==> src/rtl/uart_tx_fifo.sv <==
// rtl/uart_tx_fifo.sv - UART transmitter with input FIFO; UART_TX_PARITY_EN adds a parity bit
module uart_tx_fifo #(
  parameter int CLK_HZ     = 25_000_000,
  parameter int BAUD       = 115_200,
  parameter int DATA_W     = 8,
  parameter int STOP_BITS  = 1,
  parameter int FIFO_DEPTH = 4
`ifdef UART_TX_PARITY_EN
  ,
  parameter bit PARITY_ODD = 1'b0
`endif
) (
  input  logic                        clk,
  input  logic                        rst,
  input  logic [DATA_W-1:0]           data_i,
  input  logic                        t_valid_i,
  output logic                        t_ready_o,
  output logic                        tx_o,
  output logic                        busy_o,
  output logic [$clog2(FIFO_DEPTH):0] level_o
);

  localparam int DIV   = CLK_HZ / BAUD;
  localparam int CNT_W = $clog2(DIV);
  localparam int AW    = $clog2(FIFO_DEPTH);
  localparam int IDX_W = $clog2(DATA_W);
  localparam logic [AW:0] FULL_LVL = (AW+1)'(FIFO_DEPTH);

  typedef enum logic [2:0] {
    IDLE,
    START,
    DATA,
`ifdef UART_TX_PARITY_EN
    PARITY,
`endif
    STOP
  } state_t;

  logic [DATA_W-1:0] mem [FIFO_DEPTH];
  logic [AW:0]       wr_ptr, rd_ptr, wr_ptr_d, rd_ptr_d, level_d;
  logic              ready_q, push, pop, empty;
  logic [DATA_W-1:0] head;

  state_t            state_q, state_d;
  logic [CNT_W-1:0]  cnt_q, cnt_d;
  logic [IDX_W-1:0]  idx_q, idx_d;
  logic [DATA_W-1:0] shift_q, shift_d;
  logic              tx_q, tx_d;
  logic              bit_end, load;
`ifdef UART_TX_PARITY_EN
  logic              par_q, par_d;
`endif

  assign push      = t_valid_i && ready_q;
  assign empty     = (wr_ptr == rd_ptr);
  assign head      = mem[rd_ptr[AW-1:0]];
  assign pop       = load;
  assign level_o   = wr_ptr - rd_ptr;
  assign t_ready_o = ready_q;
  assign tx_o      = tx_q;
  assign busy_o    = (state_q != IDLE) || (level_o != '0);

  always_comb begin
    wr_ptr_d = wr_ptr;
    rd_ptr_d = rd_ptr;
    if (push) wr_ptr_d = wr_ptr + 1'b1;
    if (pop)  rd_ptr_d = rd_ptr + 1'b1;
    level_d = wr_ptr_d - rd_ptr_d;
  end

  always_ff @(posedge clk) begin
    if (push) mem[wr_ptr[AW-1:0]] <= data_i;
  end

  // Bit sequencer; tx_d is the value the line takes for the next clock.
  always_comb begin
    state_d = state_q;
    cnt_d   = cnt_q;
    idx_d   = idx_q;
    shift_d = shift_q;
    tx_d    = tx_q;
    load    = 1'b0;
`ifdef UART_TX_PARITY_EN
    par_d   = par_q;
`endif
    bit_end = (cnt_q == CNT_W'(DIV - 1));
    if (state_q != IDLE) cnt_d = bit_end ? '0 : cnt_q + 1'b1;

    case (state_q)
      IDLE: begin
        tx_d = 1'b1;
        if (!empty) load = 1'b1;
      end
      START: begin
        if (bit_end) begin
          state_d = DATA;
          idx_d   = '0;
          tx_d    = shift_q[0];
        end
      end
      DATA: begin
        if (bit_end) begin
          if (idx_q == IDX_W'(DATA_W - 1)) begin
`ifdef UART_TX_PARITY_EN
            state_d = PARITY;
            tx_d    = par_q;
`else
            state_d = STOP;
            idx_d   = '0;
            tx_d    = 1'b1;
`endif
          end else begin
            idx_d   = idx_q + 1'b1;
            shift_d = shift_q >> 1;
            tx_d    = shift_q[1];
          end
        end
      end
`ifdef UART_TX_PARITY_EN
      PARITY: begin
        if (bit_end) begin
          state_d = STOP;
          idx_d   = '0;
          tx_d    = 1'b1;
        end
      end
`endif
      STOP: begin
        if (bit_end) begin
          if (idx_q == IDX_W'(STOP_BITS - 1)) begin
            if (!empty) load = 1'b1;
            else        state_d = IDLE;
          end else begin
            idx_d = idx_q + 1'b1;
          end
        end
      end
      default: begin
        state_d = IDLE;
        tx_d    = 1'b1;
      end
    endcase

    // Pop the head word and start its frame with no idle gap.
    if (load) begin
      state_d = START;
      cnt_d   = '0;
      shift_d = head;
      tx_d    = 1'b0;
`ifdef UART_TX_PARITY_EN
      par_d   = (^head) ^ PARITY_ODD;
`endif
    end
  end

  always_ff @(posedge clk or negedge rst) begin
    if (!rst) begin
      wr_ptr  <= '0;
      rd_ptr  <= '0;
      ready_q <= 1'b1;
      state_q <= IDLE;
      cnt_q   <= '0;
      idx_q   <= '0;
      shift_q <= '0;
      tx_q    <= 1'b1;
`ifdef UART_TX_PARITY_EN
      par_q   <= 1'b0;
`endif
    end else begin
      wr_ptr  <= wr_ptr_d;
      rd_ptr  <= rd_ptr_d;
      ready_q <= (level_d != FULL_LVL);
      state_q <= state_d;
      cnt_q   <= cnt_d;
      idx_q   <= idx_d;
      shift_q <= shift_d;
      tx_q    <= tx_d;
`ifdef UART_TX_PARITY_EN
      par_q   <= par_d;
`endif
    end
  end

endmodule
==> config.mk <==
export PLATFORM = sky130hd
export DESIGN_NAME = uart_tx_fifo
export DESIGN_NICKNAME = d
export VERILOG_FILES = /design/src/rtl/uart_tx_fifo.sv
export SDC_FILE = /design/constraint.sdc
export NUM_CORES = 1
export LEC_CHECK = 0
export BUFFER_PORTS_ARGS = -buffer_cell sky130_fd_sc_hd__buf_2
export CAP_MARGIN = 20
export CORE_ASPECT_RATIO = 0.6
export CORE_MARGIN = 4
export CORE_UTILIZATION = 25
export CTS_CLUSTER_DIAMETER = 100
export DETAILED_ROUTE_END_ITERATION = 8
export GPL_TIMING_DRIVEN = 0
export PLACE_DENSITY = 0.36
export SKIP_CTS_REPAIR_TIMING = 1
export SLEW_MARGIN = 10
export SYNTH_ARGS = -nofsm -noshare
export SYNTH_HDL_FRONTEND = slang
export SYNTH_SLANG_ARGS = --single-unit
==> constraint.sdc <==
create_clock -name clk -period 3.3 [get_ports clk]
set_input_delay 0.66 -clock clk [delete_from_list [all_inputs] [get_ports clk]]
set_output_delay 0.66 -clock clk [all_outputs]
set_load 0.01 [all_outputs]
==> flow_summary.toml, run 1 <==
[drt]
dr.pass1.iters = 4
wire_per_inst_um = 15.5
routed_via_density = 4.22
drtAntennaViolNets = 0
routed_wl_mm = 6.40
vias = 1744
post-route-drc-count = 0
drt_iter0_drc = 100

[floorplan]
fp.dieH_um = 91.7
io_pins = 17
rows = 30
dieArea_um2 = 13500
die-width_um = 148
start_util = 0.257
fp.coreArea_um2 = 11400

[logic_synthesis]
avgSynthCellArea_um2 = 13.2
ys_seq_elements = 61
syn_nets = 251
ys_types = 40
synthArstFlopShare = 0.475
yosysMostFrequentCell = "edfxtp_1"
synth_top_area_cell = "edfxtp_1"
synth_flop_cell = "edfxtp_1"
ys_seq_area_frac = 0.578
syn_inst = 221
yosys-top-cells-area = "edfxtp_1, dfrtp_1, ha_1, mux4_2, mux2i_1"
synth-edff-count = 32
yosysTopAreaCellShare = 0.329
yosysWarnings = 0
synthTopCellsByCount = "edfxtp_1, dfrtp_1, ha_1, inv_1, o21ai_0"
syn_area_um2 = 2920

[cells_and_area]
seqCellArea_um2 = 1690
nNetsFinal = 278
fillers = 1146
layout-drive-gt1-share = 0.198
fin_cells = 413
design_area_um2 = 3510
area_growth_pct = 20.3
n_antenna_cell = 0
multi_input_area_um2 = 1140

[clocking]
h-tree-depth = 3
cts_buffers = 9
cts.clk_slew.worst_paths_ns = 0.05
cts_root_buffer = "clkbuf_16"
clock_sinks = 61
cts_tree = "yes"
clk_latency_ns = 0.33
clock_path_buffers = 2

[power]
p_seq_frac = 0.331
power.internal_mw = 2.29
switchingPower_mw = 1.33
pwr-share-comb = 0.394
power_leakage_nw = 1.41
power.density_nw_per_um2 = 1030
swShare = 0.367
power.clock.fraction = 0.274
max-vdd-ir-drop_uv = 321

[grt]
grt_pass1_vias = 1863
grt_pass1_wl_mm = 10.6
antenna_found_initial = 0
track_usage = 0.104
grt_max_degree = 30
overflow = 0

[sta]
setup_viol = 0
clock-skew-final_ns = 0.00481
worst_slew_pin_slew_ns = 0.836
rsz0062_at_grt = "false"
fin_crit_ns = 3.00
fmax_mhz = 333
fin_crit_sh = 0.909
finalHoldViolations = 0
setup_tns_ns = 0
holdWs_ns = 0.397
final_max_slew_viol_count = 0
slew-limit-headroom = 0.442

[worst_setup_path]
reg2reg_from = "rd_ptr[1]$_DFF_PN0_"
cp_max_fo = 10
end_kind = "flip-flop"
critical_path_class = "flip-flop to flip-flop"
r2r_setup_slack_ns = 0.30
arrival_ns = 3.24
rr_worst_depth = 12
start_kind = "flip-flop"
r2r_end = "t_ready_o$_DFF_PN1_"
required_ns = 3.54

[placement]
hpwl_mm = 4.58
placed_cell_area_um2 = 3200
placed_cells = 397
numPortBuffers = 16
finalWeightedCongestion = 0.695

[min_path]
hp-class = "input port to asynchronous set/reset pin"

[flow_run]
drv_cap = 0

[run_status]
status = "complete, no violations"
[power groups by stage]
stage | Clock [mW] | Combinational [mW] | Sequential [mW]
after floorplan | 0 | 1.04 | 1.17
after global placement | 0 | 1.44 | 1.21
after detailed placement | 0 | 1.45 | 1.21
after CTS | 1.02 | 1.46 | 1.20
after global routing | 1.05 | 1.64 | 1.23
final | 0.992 | 1.43 | 1.20
[per-layer routing]
| layer | global-route usage | wire (µm) |
|---|---|---|
| met4 | 0.0326 | 66 |
| met5 | 0 | 0 |
| met3 | 0.0356 | 193 |
| met2 | 0.128 | 2350 |
| met1 | 0.165 | 3790 |
[cells by family after synthesis]
logic type / Yosys count / synth area share
adders and majority gates: 19 / 0.0839
buffers and inverters: 24 / 0.0321
muxes: 22 / 0.110
AOI/OAI and AO/OA: 33 / 0.0732
and+or+nand+nor: 50 / 0.0861
DFF: 61 / 0.578
xor gates and xnor gates: 12 / 0.0360
[how the worst max path moves through the flow]
stage	startpoint	to	slack, ns	cells past startpoint
6_report	rd_ptr[1]$_DFF_PN0_	t_ready_o$_DFF_PN1_	0.30	12
5_1_grt	rd_ptr[1]$_DFF_PN0_	t_ready_o$_DFF_PN1_	0.008	12
3_3_place_gp	rd_ptr[1]$_DFF_PN0_	t_ready_o$_DFF_PN1_	-0.1	12
4_1_cts	rd_ptr[1]$_DFF_PN0_	t_ready_o$_DFF_PN1_	-0.10	12
3_5_place_dp	rd_ptr[1]$_DFF_PN0_	t_ready_o$_DFF_PN1_	-0.08	12
2_1_floorplan	rd_ptr[1]$_DFF_PN0_	t_ready_o$_DFF_PN1_	0.64	12
[stage by stage]
step / power [mW] / setup WS [ns] / utilization
after detailed placement: 2.66 / -0.0848 / 0.282
after floorplan: 2.21 / 0.642 / -
final: 3.62 / 0.299 / 0.309
after global placement: 2.66 / -0.0985 / 0.282
after global routing: 3.92 / 0.00751 / 0.309
after CTS: 3.67 / -0.104 / 0.309
[placed cells by master (no fill, tap or decap), types with 3 or more instances in the layout]
cell | netlist | routed
and3_1 | 7 | 7
buf_2 | 2 | 18
clkbuf_1 | 2 | 3
clkbuf_16 | 0 | 9
dfrtp_1 | 27 | 27
edfxtp_1 | 32 | 32
ha_1 | 18 | 18
inv_1 | 18 | 18
mux2i_1 | 12 | 12
mux4_2 | 8 | 8
nand2_1 | 15 | 15
nand3_1 | 5 | 5
nor2_1 | 14 | 13
o21ai_0 | 16 | 16
xnor2_1 | 7 | 7
xor2_1 | 5 | 5
[critical path, cell delays in order (launching register included)]
cell and delay, ns:
dfrtp_1 0.39, clkbuf_2 0.32, inv_1 0.08, ha_1 0.33, a31o_4 0.28, nor2_2 0.21, buf_2 0.28, xor2_1 0.28
ha_1 0.20, nor2b_1 0.15, xnor2_1 0.17, a21oi_2 0.04, nand4b_1 0.19
[state kept, by name (all words and copies together) (netlist names)]
name and cells:
cnt_q 8, idx_q 3, mem 32, rd_ptr 3
shift_q 8, state_q 2, t_ready_o 1, tx_o 1
wr_ptr 3
[area by class of cell]
class                           count  share of cell area
Buffer                              6             0.00783
Clock buffer                       11              0.0662
Clock inverter                      5              0.0217
Inverter                           18              0.0192
Multi-Input combinational cell    136               0.325
Sequential cell                    61               0.481
Tap cell                          160              0.0570
Timing Repair Buffer               16              0.0228
Power figures use the tool's default switching activity.
==> run 2, diff against run 1 <==
- CORE_UTILIZATION: 25 -> 56
- PLACE_DENSITY: 0.36 -> 0.71
==> run 2 against run 1 <==
Against the previous run:
- clock-buffer cell count stayed put
- via count down 0.75%
- largest power group unchanged
- global-route usage rose by 8.2 points
- clock power shrank 43%
- sequential share of layout area rose by 3.9 points
- combinational power shrank 4%
- routed wire length shrank 18%
- first-iteration DRC count shrank 22%
==> flow_summary.toml, run 2 (synthesis results as in run 1) <==
[clocking]
clk_latency_ns = 0.34
cts.clk_slew.worst_paths_ns = 0.07
cts_tree = "yes"
cts_root_buffer = "clkbuf_8"
clock_path_buffers = 2
clock_sinks = 61
cts_buffers = 9
h-tree-depth = 3

[sta]
setup_viol = 0
fin_crit_ns = 3.02
holdWs_ns = 0.348
rsz0062_at_grt = "false"
finalHoldViolations = 0
setup_tns_ns = 0
slew-limit-headroom = 0.477
final_max_slew_viol_count = 0
fin_crit_sh = 0.915
worst_slew_pin_slew_ns = 0.785
clock-skew-final_ns = 0.0105
fmax_mhz = 331

[drt]
routed_wl_mm = 5.24
drtAntennaViolNets = 0
drt_iter0_drc = 78
post-route-drc-count = 0
routed_via_density = 5.43
wire_per_inst_um = 16.4
vias = 1731
dr.pass1.iters = 4

[worst_setup_path]
cp_max_fo = 10
critPathBufInv = 3
arrival_ns = 3.28
cp_common_cell = "ha_1"
cpLargestDelayFamily = "buffers and inverters"
critical_path_class = "flip-flop to flip-flop"
cp.depth = 12
slowest_delay_ns = 0.39
rr_worst_depth = 12
cp_cell_sequence = "clkbuf_2, inv_1, ha_1, a31o_4, nor2_1, buf_2, xor2_1, ha_1, nor2b_1, xnor2_1, a21oi_2, nand4b_1"
start_kind = "flip-flop"
required_ns = 3.56
slowest_stage = "dfrtp_1"
end_kind = "flip-flop"

[placement]
placed_cell_area_um2 = 3080
finalWeightedCongestion = 0.759
numPortBuffers = 16
hpwl_mm = 3.82

[cells_and_area]
final_common_cell = "edfxtp_1"
nNetsFinal = 278
largest_reg_flops = 32
n_antenna_cell = 0
layout_common_cells = "edfxtp_1, dfrtp_1, inv_1, buf_2, ha_1"
layout-drive-gt1-share = 0.198
area_growth_pct = 11.3
design_area_um2 = 3250
fillers = 390

[grt]
grt_pass1_vias = 1705
overflow = 0
antenna_found_initial = 0
grt_pass1_wl_mm = 8.74
track_usage = 0.186
grt_max_degree = 30

[run_status]
status = "complete, no violations"

[power]
power.density_nw_per_um2 = 960
p_total_mw = 3.12
power_leakage_nw = 1.35
max-vdd-ir-drop_uv = 692

[flow_run]
drv_cap = 0

[floorplan]
die-width_um = 101
fp.coreArea_um2 = 5050
io_pins = 17
dieArea_um2 = 6470
rows = 20
fp.dieH_um = 64.0
start_util = 0.578

[min_path]
hp-class = "input port to asynchronous set/reset pin"
[run 2: cell types whose count changed in the layout (fill, tap and decap cells not counted)]
cell,change
clkbuf_8,+10
nor2_2,-1
clkbuf_16,-9
clkbuf_1,-1
bufinv_16,-2
clkinv_2,+2
nor2_1,+1
[run 2: per-stage QoR]
stage	setup slack, ns	cells	utilization
2_1_floorplan	0.642	221	-
5_1_grt	0.0190	319	0.644
6_report	0.281	319	0.644
3_5_place_dp	0.0601	303	0.610
4_1_cts	0.0284	319	0.643
3_3_place_gp	0.0843	303	0.610
[run 2: worst paths after layout]
kind                                startpoint                   end  slack [ns]
max                        rd_ptr[1]$_DFF_PN0_   t_ready_o$_DFF_PN1_        0.28
min in group clk              tx_o$_DFFE_PN1P_      tx_o$_DFFE_PN1P_        0.52
max reg2reg                rd_ptr[1]$_DFF_PN0_   t_ready_o$_DFF_PN1_        0.28
min                                        rst  idx_q[1]$_DFFE_PN0P_        0.35
max in group asynchronous                  rst  cnt_q[4]$_DFFE_PN0P_        2.50
min reg2reg                   tx_o$_DFFE_PN1P_      tx_o$_DFFE_PN1P_        0.52
[run 2: layout make-up]
cell class / instances / area [µm²] / area share
Inverter: 18 / 67.6 / 0.0208
Multi-Input combinational cell: 136 / 1140 / 0.350
Buffer: 6 / 27.5 / 0.00846
Clock inverter: 5 / 26.3 / 0.00808
Tap cell: 66 / 82.6 / 0.0254
Sequential cell: 61 / 1690 / 0.519
Clock buffer: 11 / 141 / 0.0435
Timing Repair Buffer: 16 / 80.1 / 0.0246
[run 2: layer usage]
| metal | global-route usage | up-vias | wire, µm |
|---|---|---|---|
| li1 | - | 857 | - |
| met1 | 0.284 | 831 | 2870 |
| met2 | 0.243 | 36 | 2050 |
| met3 | 0.0731 | 7 | 263 |
| met4 | 0.0547 | 0 | 62 |
| met5 | 0 | - | 0 |
[run 2: power breakdown]
group / leakage [nW] / switching (mW) / total [mW] / internal, mW
combinational: 0.611 / 0.787 / 1.37 / 0.578
sequential: 0.656 / 0.145 / 1.19 / 1.05
clock: 0.0865 / 0.281 / 0.567 / 0.286
